<file path="src/rtl/bus_arbiter_pkg.sv">
// Shared types and constants for the two-master bus arbiter.
package bus_arbiter_pkg;

  // One-hot owner encoding so the state register can drive gnt_o directly.
  typedef enum logic [1:0] {
    IDLE = 2'b00,
    OWN0 = 2'b01,
    OWN1 = 2'b10
  } arb_state_e;

  localparam int TIMEOUT_DEFAULT = 255;

  function automatic int cnt_width(input int limit);
    return (limit < 1) ? 1 : $clog2(limit + 1);
  endfunction

endpackage

</file>
<file path="src/rtl/bus_watchdog.sv">
// Bus watchdog: counts strobed cycles without a slave response and pulses
// timeout_o on the cycle the count reaches TIMEOUT (0 disables it).
module bus_watchdog
  import bus_arbiter_pkg::*;
#(
  parameter int TIMEOUT = TIMEOUT_DEFAULT
) (
  input  logic clk,
  input  logic reset,
  input  logic stb_i,
  input  logic resp_i,
  output logic timeout_o
);

  localparam int              CW      = cnt_width(TIMEOUT);
  localparam logic [CW-1:0]   LIMIT   = CW'(TIMEOUT);
  localparam logic [CW-1:0]   CNT_MAX = '1;
  localparam bit              ENABLED = (TIMEOUT > 0);

  logic [CW-1:0] cnt_q;
  logic [CW-1:0] cnt_d;
  logic          hit;

  // A real slave response in the limit cycle wins over the synthetic error.
  assign hit       = ENABLED && stb_i && !resp_i && (cnt_q == LIMIT);
  assign timeout_o = hit;

  always_comb begin
    cnt_d = cnt_q;
    if (!ENABLED || !stb_i || resp_i || hit) begin
      cnt_d = '0;
    end else if (cnt_q != CNT_MAX) begin
      cnt_d = cnt_q + 1'b1;
    end
  end

  always_ff @(posedge clk) begin
    if (reset) begin
      cnt_q <= '0;
    end else begin
      cnt_q <= cnt_d;
    end
  end

endmodule

</file>
<file path="src/rtl/bus_arbiter.sv">
// Two-master bus arbiter: m0 is the core, m1 the loader/DMA. Ownership is
// held for a whole bus cycle; ties go to the master that did not own last.
module bus_arbiter
  import bus_arbiter_pkg::*;
#(
  parameter int TIMEOUT = TIMEOUT_DEFAULT
) (
  input  logic        clk,
  input  logic        reset,
  input  logic        m0_cyc_i,
  input  logic        m0_stb_i,
  input  logic        m0_wen_i,
  input  logic [3:0]  m0_sel_i,
  input  logic [31:0] m0_adr_i,
  input  logic [31:0] m0_dat_i,
  output logic [31:0] m0_dat_o,
  output logic        m0_ack_o,
  output logic        m0_err_o,
  output logic        m0_rty_o,
  input  logic        m1_cyc_i,
  input  logic        m1_stb_i,
  input  logic        m1_wen_i,
  input  logic [3:0]  m1_sel_i,
  input  logic [31:0] m1_adr_i,
  input  logic [31:0] m1_dat_i,
  output logic [31:0] m1_dat_o,
  output logic        m1_ack_o,
  output logic        m1_err_o,
  output logic        m1_rty_o,
  output logic        s_cyc_o,
  output logic        s_stb_o,
  output logic        s_wen_o,
  output logic [3:0]  s_sel_o,
  output logic [31:0] s_adr_o,
  output logic [31:0] s_dat_o,
  input  logic [31:0] s_dat_i,
  input  logic        s_ack_i,
  input  logic        s_err_i,
  input  logic        s_rty_i,
  output logic [1:0]  gnt_o
);

  arb_state_e state_q;
  logic       last_q;
  logic       wd_timeout;

  // Handshake: a master owns the slave from the edge after cyc rises until
  // the edge after cyc falls; ack/err/rty reach only the owner, same cycle.
  always_ff @(posedge clk) begin
    if (reset) begin
      state_q <= IDLE;
      last_q  <= 1'b1;
    end else begin
      case (state_q)
        IDLE: begin
          if (m0_cyc_i && m1_cyc_i) begin
            state_q <= last_q ? OWN0 : OWN1;
          end else if (m0_cyc_i) begin
            state_q <= OWN0;
          end else if (m1_cyc_i) begin
            state_q <= OWN1;
          end
        end
        OWN0: begin
          if (!m0_cyc_i) begin
            last_q  <= 1'b0;
            state_q <= m1_cyc_i ? OWN1 : IDLE;
          end
        end
        OWN1: begin
          if (!m1_cyc_i) begin
            last_q  <= 1'b1;
            state_q <= m0_cyc_i ? OWN0 : IDLE;
          end
        end
        default: state_q <= IDLE;
      endcase
    end
  end

  assign gnt_o    = state_q;
  assign m0_dat_o = s_dat_i;
  assign m1_dat_o = s_dat_i;

  always_comb begin
    s_cyc_o = 1'b0;
    s_stb_o = 1'b0;
    s_wen_o = 1'b0;
    s_sel_o = '0;
    s_adr_o = '0;
    s_dat_o = '0;
    case (state_q)
      OWN0: begin
        s_cyc_o = m0_cyc_i;
        s_stb_o = m0_stb_i;
        s_wen_o = m0_wen_i;
        s_sel_o = m0_sel_i;
        s_adr_o = m0_adr_i;
        s_dat_o = m0_dat_i;
      end
      OWN1: begin
        s_cyc_o = m1_cyc_i;
        s_stb_o = m1_stb_i;
        s_wen_o = m1_wen_i;
        s_sel_o = m1_sel_i;
        s_adr_o = m1_adr_i;
        s_dat_o = m1_dat_i;
      end
      default: ;
    endcase
  end

  // Responses live in their own block so the watchdog path stays acyclic.
  always_comb begin
    m0_ack_o = 1'b0;
    m0_err_o = 1'b0;
    m0_rty_o = 1'b0;
    m1_ack_o = 1'b0;
    m1_err_o = 1'b0;
    m1_rty_o = 1'b0;
    case (state_q)
      OWN0: begin
        m0_ack_o = s_ack_i;
        m0_err_o = s_err_i | wd_timeout;
        m0_rty_o = s_rty_i;
      end
      OWN1: begin
        m1_ack_o = s_ack_i;
        m1_err_o = s_err_i | wd_timeout;
        m1_rty_o = s_rty_i;
      end
      default: ;
    endcase
  end

  bus_watchdog #(
    .TIMEOUT(TIMEOUT)
  ) u_watchdog (
    .clk      (clk),
    .reset    (reset),
    .stb_i    (s_stb_o),
    .resp_i   (s_ack_i | s_err_i | s_rty_i),
    .timeout_o(wd_timeout)
  );

endmodule

</file>
<file path="config.mk">
export PLATFORM = sky130hd
export DESIGN_NAME = bus_arbiter
export DESIGN_NICKNAME = d
export VERILOG_FILES = /design/src/rtl/bus_arbiter_pkg.sv /design/src/rtl/bus_watchdog.sv /design/src/rtl/bus_arbiter.sv
export SDC_FILE = /design/constraint.sdc
export NUM_CORES = 1
export LEC_CHECK = 0
export ABC_AREA = 1
export CAP_MARGIN = 20
export CORE_AREA = 2 2 125 127
export CTS_BUF_LIST = sky130_fd_sc_hd__clkbuf_4 sky130_fd_sc_hd__clkbuf_8
export DETAILED_ROUTE_END_ITERATION = 12
export DIE_AREA = 0 0 127 129
export PLACE_DENSITY = 0.59
export RECOVER_POWER = 100
export SLEW_MARGIN = 20
export SYNTH_ARGS = -nofsm -noshare
export SYNTH_HDL_FRONTEND = slang
export SYNTH_HIERARCHICAL = 1
export SYNTH_SLANG_ARGS = --single-unit
</file>
<file path="constraint.sdc">
create_clock -name clk -period 2.25 [get_ports clk]
set_clock_uncertainty 0.2 [all_clocks]
set_input_delay 0.225 -clock clk [delete_from_list [all_inputs] [get_ports clk]]
set_output_delay 0.225 -clock clk [all_outputs]
set_load 0.03 [all_outputs]
</file>
# Word level (Yosys, flattened, before mapping)
# Cells that the tools add are included.
# word_totals
out_inout_bits	143
reg_bits	11
# classes
reduce_logical	12
n_mux	24
add_sub_neg	1
n_bitwise	3
eq_ne	7
# ops
operator	n
$pmux W32 S2	2
$mux W2	7
$mux W1	9
$add A8 B1 Y8 const B	1
$eq A8 B8 Y1 const B	1
$ne A8 B8 Y1 const B	1
$pmux W1 S2	4
$pmux W4 S2	1
$pmux W2 S3	1
$reduce_and A3 Y1	2
$ne A2 B2 Y1 const B	2
$ne A4 B4 Y1 const B	1
$logic_and A1 B1 Y1	3
$or A1 B1 Y1	3
$eq A2 B1 Y1 const B	1
$eq A2 B2 Y1 const B	1
$logic_not A1 Y1	2
$logic_not A2 Y1	1
$logic_or A1 B1 Y1	2
$reduce_bool A2 Y1	1
$reduce_or A2 Y1	1

# Depth between registers and ports, before layout
# depth
ltp_word	7
mapped_depth	10
ltp_nobuf	8

# Hierarchy
# The synthesis kept the hierarchy.
# modules_own_cells
mod	instances	cells_each	area_each_um2
bus_arbiter	1	349	1796.7
bus_watchdog	1	58	406.6

# Least setup slack after synthesis
# OpenSTA, ideal clock, no wires.
# synth_path
kind	register -> output
from	register state_q[0], in the netlist gnt_o[0]
to	output m0_err_o
required_time_ps	1825
n_path_buf	1
path_stages_with_launch	9
arrival_ps	2378
path_slack_ps	-553
cell_sequence	dfxtp_1 -> inv_1 -> ha_1 -> inv_2 -> clkbuf_1 -> a21oi_1 -> nand2_1 -> nor2_1 -> o21a_1
# synth_between
elab_chain_cells	6
word_cells_on_any_way	7
# synth_lines
item	line_no	source
start: declaration	bus_arbiter.sv:43	arb_state_e state_q;
start signal: assignment	bus_arbiter.sv:57	state_q <= last_q ? OWN0 : OWN1;
start signal: assignment	bus_arbiter.sv:67	state_q <= m1_cyc_i ? OWN1 : IDLE;
start signal: assignment	bus_arbiter.sv:73	state_q <= m0_cyc_i ? OWN0 : IDLE;
$eq A2 B2 Y1 / $eq A2 B1 Y1 (equally long branches)	bus_arbiter.sv:92	case (state_q)
$pmux W1 S2 (*)	bus_arbiter.sv:92	
net s_stb_o	bus_arbiter.sv:31	output logic s_stb_o,
$logic_and A1 B1 Y1 (*) (2 in series)	bus_watchdog.sv:25	assign hit = ENABLED && stb_i && !resp_i && (cnt_q == LIMIT);
net wd_timeout	bus_arbiter.sv:45	logic wd_timeout;
$or A1 B1 Y1 (*)	bus_arbiter.sv:124	m0_err_o = s_err_i | wd_timeout;
$mux W1 (*)	bus_arbiter.sv:121	case (state_q)
end: declaration	bus_arbiter.sv:18	output logic m0_err_o,
# The timed path passes the listed nets; every way through them passes the cells marked *.

# Final worst setup path
# layout_path
from	register state_q[1], in the netlist gnt_o[1]
to	output s_adr_o[21]
# layout_between
elab_chain_cells	2
word_cells_on_any_way	3
# layout_lines
item	line_no	source
$eq A2 B2 Y1 / $eq A2 B1 Y1 (equally long branches)	bus_arbiter.sv:92	
$pmux W32 S2 (*)	bus_arbiter.sv:92	
end: declaration	bus_arbiter.sv:34	output logic [31:0] s_adr_o,
# Every way passes the cells marked *; elsewhere a longest branch is shown, timed or not.

==> impl_metrics.py <==
metrics = {
    "place": {
        "portBuffers": 225,
        "gp_congestion": 0.766,
        "place_inst": 746,
        "hpwlAfterDp_um": 8080,
        "place_ws_ps": -16.7,
    },
    "timing": {
        "max_freq_mhz": 457,
        "layout_min_cycle_time_ps": 2190,
        "tightest_slew_ps": 339,
        "setup_viol": 0,
        "timing.final.hold_violations": 0,
        "fin_ws_ps": 61.5,
        "final_max_slew_viol_count": 0,
        "slew_headroom": 0.773,
        "period_share": 0.973,
        "rsz0062_at_grt": "true",
    },
    "logic_synthesis": {
        "synth_edf_count": 0,
        "ys_seq_area_frac": 0.0999,
        "synthArstFlopShare": 0,
        "ys_types": 22,
        "synth_nets": 593,
        "syn-cell-area_sq_um": 2200,
        "synth_seq_cells": 11,
        "syn_area_per_cell_sq_um": 5.41,
        "yosysWarnings": 6,
        "synth_ff_type": "dfxtp_1",
        "syn_inst": 407,
    },
    "layout": {
        "drive_above_1_share": 0.212,
        "areaGrowthSynthToFinish_pct": 92.4,
        "antenna_cells": 0,
        "stdcell_count": 754,
        "layout.nets": 753,
    },
    "setup_path": {
        "crit_start": "gnt_o[1]$_SDFFE_PP0P_",
        "required_ps": 1820,
        "crit-reg2reg-launch": "gnt_o[1]$_SDFFE_PP0P_",
        "rr_worst_depth": 8,
        "cp_num_buf_inv": 4,
        "path_delay_family": "buffers and inverters",
        "cp-end-kind": "primary output",
        "r2r_slack_ps": 460,
        "critPathLaunchType": "flop",
        "critical_path_arrival_ps": 1760,
        "reg2reg_to": "u_watchdog/cnt_q[3]$_SDFFE_PP0N_",
        "critPathMaxStageDelay_ps": 400,
        "crit_path_cell_trace": "clkinvlp_4, buf_4, ha_4, buf_12, nand2_1, a21oi_1, dlygate4sd2_1",
        "cp.depth": 7,
        "cp_max_fo": 31,
        "cpMaxStageDelayCell": "dlygate4sd2_1",
        "critPathKind": "reg2out",
        "critPathCapture": "s_adr_o[21]",
    },
    "power": {
        "vdd_drop_max_uv": 345,
        "clkPwrFrac": 0.085,
        "p_sw_frac": 0.524,
        "seqPwrFrac": 0.097,
        "power.internal_w": 0.00111,
        "power_frac_comb": 0.818,
        "switchingPower_w": 0.00123,
        "p_leak_nw": 1.68,
        "powerDensity_nw_per_um2": 552,
    },
    "drt": {
        "routed_wl_um": 9820,
        "ant_nets": 0,
        "wl_per_cell_um": 13.0,
        "first_pass_iters": 4,
        "num_vias": 2996,
        "drcViolationCount": 0,
        "vias_per_cell": 3.97,
        "drt_iter0_drc": 110,
    },
    "floorplan": {
        "pin_count": 322,
        "die_y_um": 129,
        "floorplan.die_area_sq_um": 16400,
        "rows": 45,
        "start_util": 0.147,
        "coreArea_sq_um": 15000,
        "die_w_um": 127,
    },
    "clock_tree": {
        "numCtsBuffers": 3,
        "insertion_delay_ps": 240,
        "cts_root_buf": "clkbuf_8",
        "cts_tree": "yes",
        "hold_buffers": 0,
        "clkSinkCount": 11,
        "h-tree-depth": 1,
        "cts_buffer_depth": 2,
        "clk_pin_slew_ps": 50,
    },
    "min_path": {
        "worst_hold_path_type": "in2out",
    },
    "grt": {
        "grt_pass1_wl_um": 14000,
        "grt_use_total": 0.105,
        "antenna_found_initial": 0,
        "grt_max_degree": 43,
        "first_global_vias": 2735,
        "grt_overflow_total": 0,
    },
    "run": {
        "maxCapViolations": 0,
    },
    "run_status": {
        "outcome": "completed",
    },
}
-- area by class of cell --
cell class / instances / area, sq um
fillers: 1690 / 10700
repair buffers: 242 / 2260
multi-input cells: 288 / 1380
well taps: 188 / 235
flip-flops and latches: 11 / 228
inverters: 21 / 85.1
clock buffers: 3 / 41.3
clock inverters: 1 / 5.00
-- registers in the layout, summed over array words and instances, names as in the netlist --
register and cells:
u_watchdog/cnt_q 8, gnt_o 2, last_q 1
-- per-stage QoR --
stage                     setup TNS, ps  hold slack [ps]   util  area, sq um  power [W]
final                                 0              250  0.283         4240    0.00234
after detailed placement          -16.7              242  0.274         4100    0.00209
after global placement                0              242  0.274         4100    0.00209
after floorplan                       0             84.4      -         2220    0.00145
after global routing               -180              250  0.283         4240    0.00252
after CTS                             0              250  0.279         4170    0.00233
-- layout by cell type (no fill, tap or decap), types with 4 or more instances in the layout --
| cell | instances |
|---|---|
| buf_4 | 77 |
| clkdlybuf4s50_1 | 148 |
| a21oi_2 | 5 |
| nand2_1 | 172 |
| inv_1 | 16 |
| ha_1 | 4 |
| nand3_1 | 5 |
| nor2_2 | 4 |
| buf_12 | 4 |
| nor2_1 | 12 |
| dfxtp_1 | 9 |
| a21oi_1 | 68 |
-- synthesized netlist by cell type, types with 2 or more instances --
library cell	n	area [sq um]
dfxtp_1	11	220
a21oi_1	73	365
buf_2	16	80.1
inv_2	4	15.0
nand2_1	171	642
nor2_2	3	18.8
o21a_1	2	15.0
nor2_4	3	33.8
inv_1	17	63.8
clkbuf_1	6	22.5
nand3_1	5	25.0
buf_4	65	488
ha_1	7	87.6
nor2_1	13	48.8
nand2_2	4	25.0
-- what timing repair did --
item	in CTS	in global routing
buffers inserted	0	5
resized for setup	20	14
endpoints found under the setup margin	66	49
endpoints found under the hold margin	0	0
pin swaps	0	1
-- worst min path at each step --
stage	from	to	slack, ps	cells past startpoint
CTS	s_dat_i[27]	m0_dat_o[27]	250	0
finish	s_dat_i[0]	m0_dat_o[0]	250	0
global route	s_dat_i[26]	m1_dat_o[26]	250	0
detailed placement	last_q$_SDFFE_PP1P_	last_q$_SDFFE_PP1P_	240	2
floorplan	reset	gnt_o[0]$_SDFFE_PP0P_	80	1
global placement	u_watchdog/cnt_q[0]$_SDFFE_PP0N_	u_watchdog/cnt_q[0]$_SDFFE_PP0N_	240	1
-- metal layers --
layer / GRT usage / share of wire / up-vias / wire (um)
met5: 0 / 0 / - / 0
met4: 0.0246 / 0.017 / 0 / 168
met3: 0.0349 / 0.10 / 27 / 981
met2: 0.180 / 0.49 / 153 / 4850
met1: 0.128 / 0.39 / 1291 / 3820
li1: - / - / 1525 / -
-- kinds of logic after synthesis --
| group | share of synthesized area |
|---|---|
| compound gates | 0.179 |
| xor+xnor | 0.00398 |
| fa+ha+maj | 0.0397 |
| buf+inv | 0.304 |
| flops | 0.0999 |
| simple gates | 0.373 |
-- worst reg2reg max path, delay by kind of cell, from the launching register on --
family          cells  cell delay (ps)
compound gates      2              280
fa+ha+maj           1              290
buf+inv             3              300
flops               1              370
simple gates        2              280
-- power groups by stage --
stage / sequential (W) / clock (W) / combinational (W)
6_report: 0.000227 / 0.000199 / 0.00191
5_1_grt: 0.000230 / 0.000216 / 0.00208
4_1_cts: 0.000226 / 0.000210 / 0.00189
3_5_place_dp: 0.000227 / 0 / 0.00187
3_3_place_gp: 0.000226 / 0 / 0.00187
2_1_floorplan: 0.000245 / 0 / 0.00120
Power figures use the tool's default switching activity.
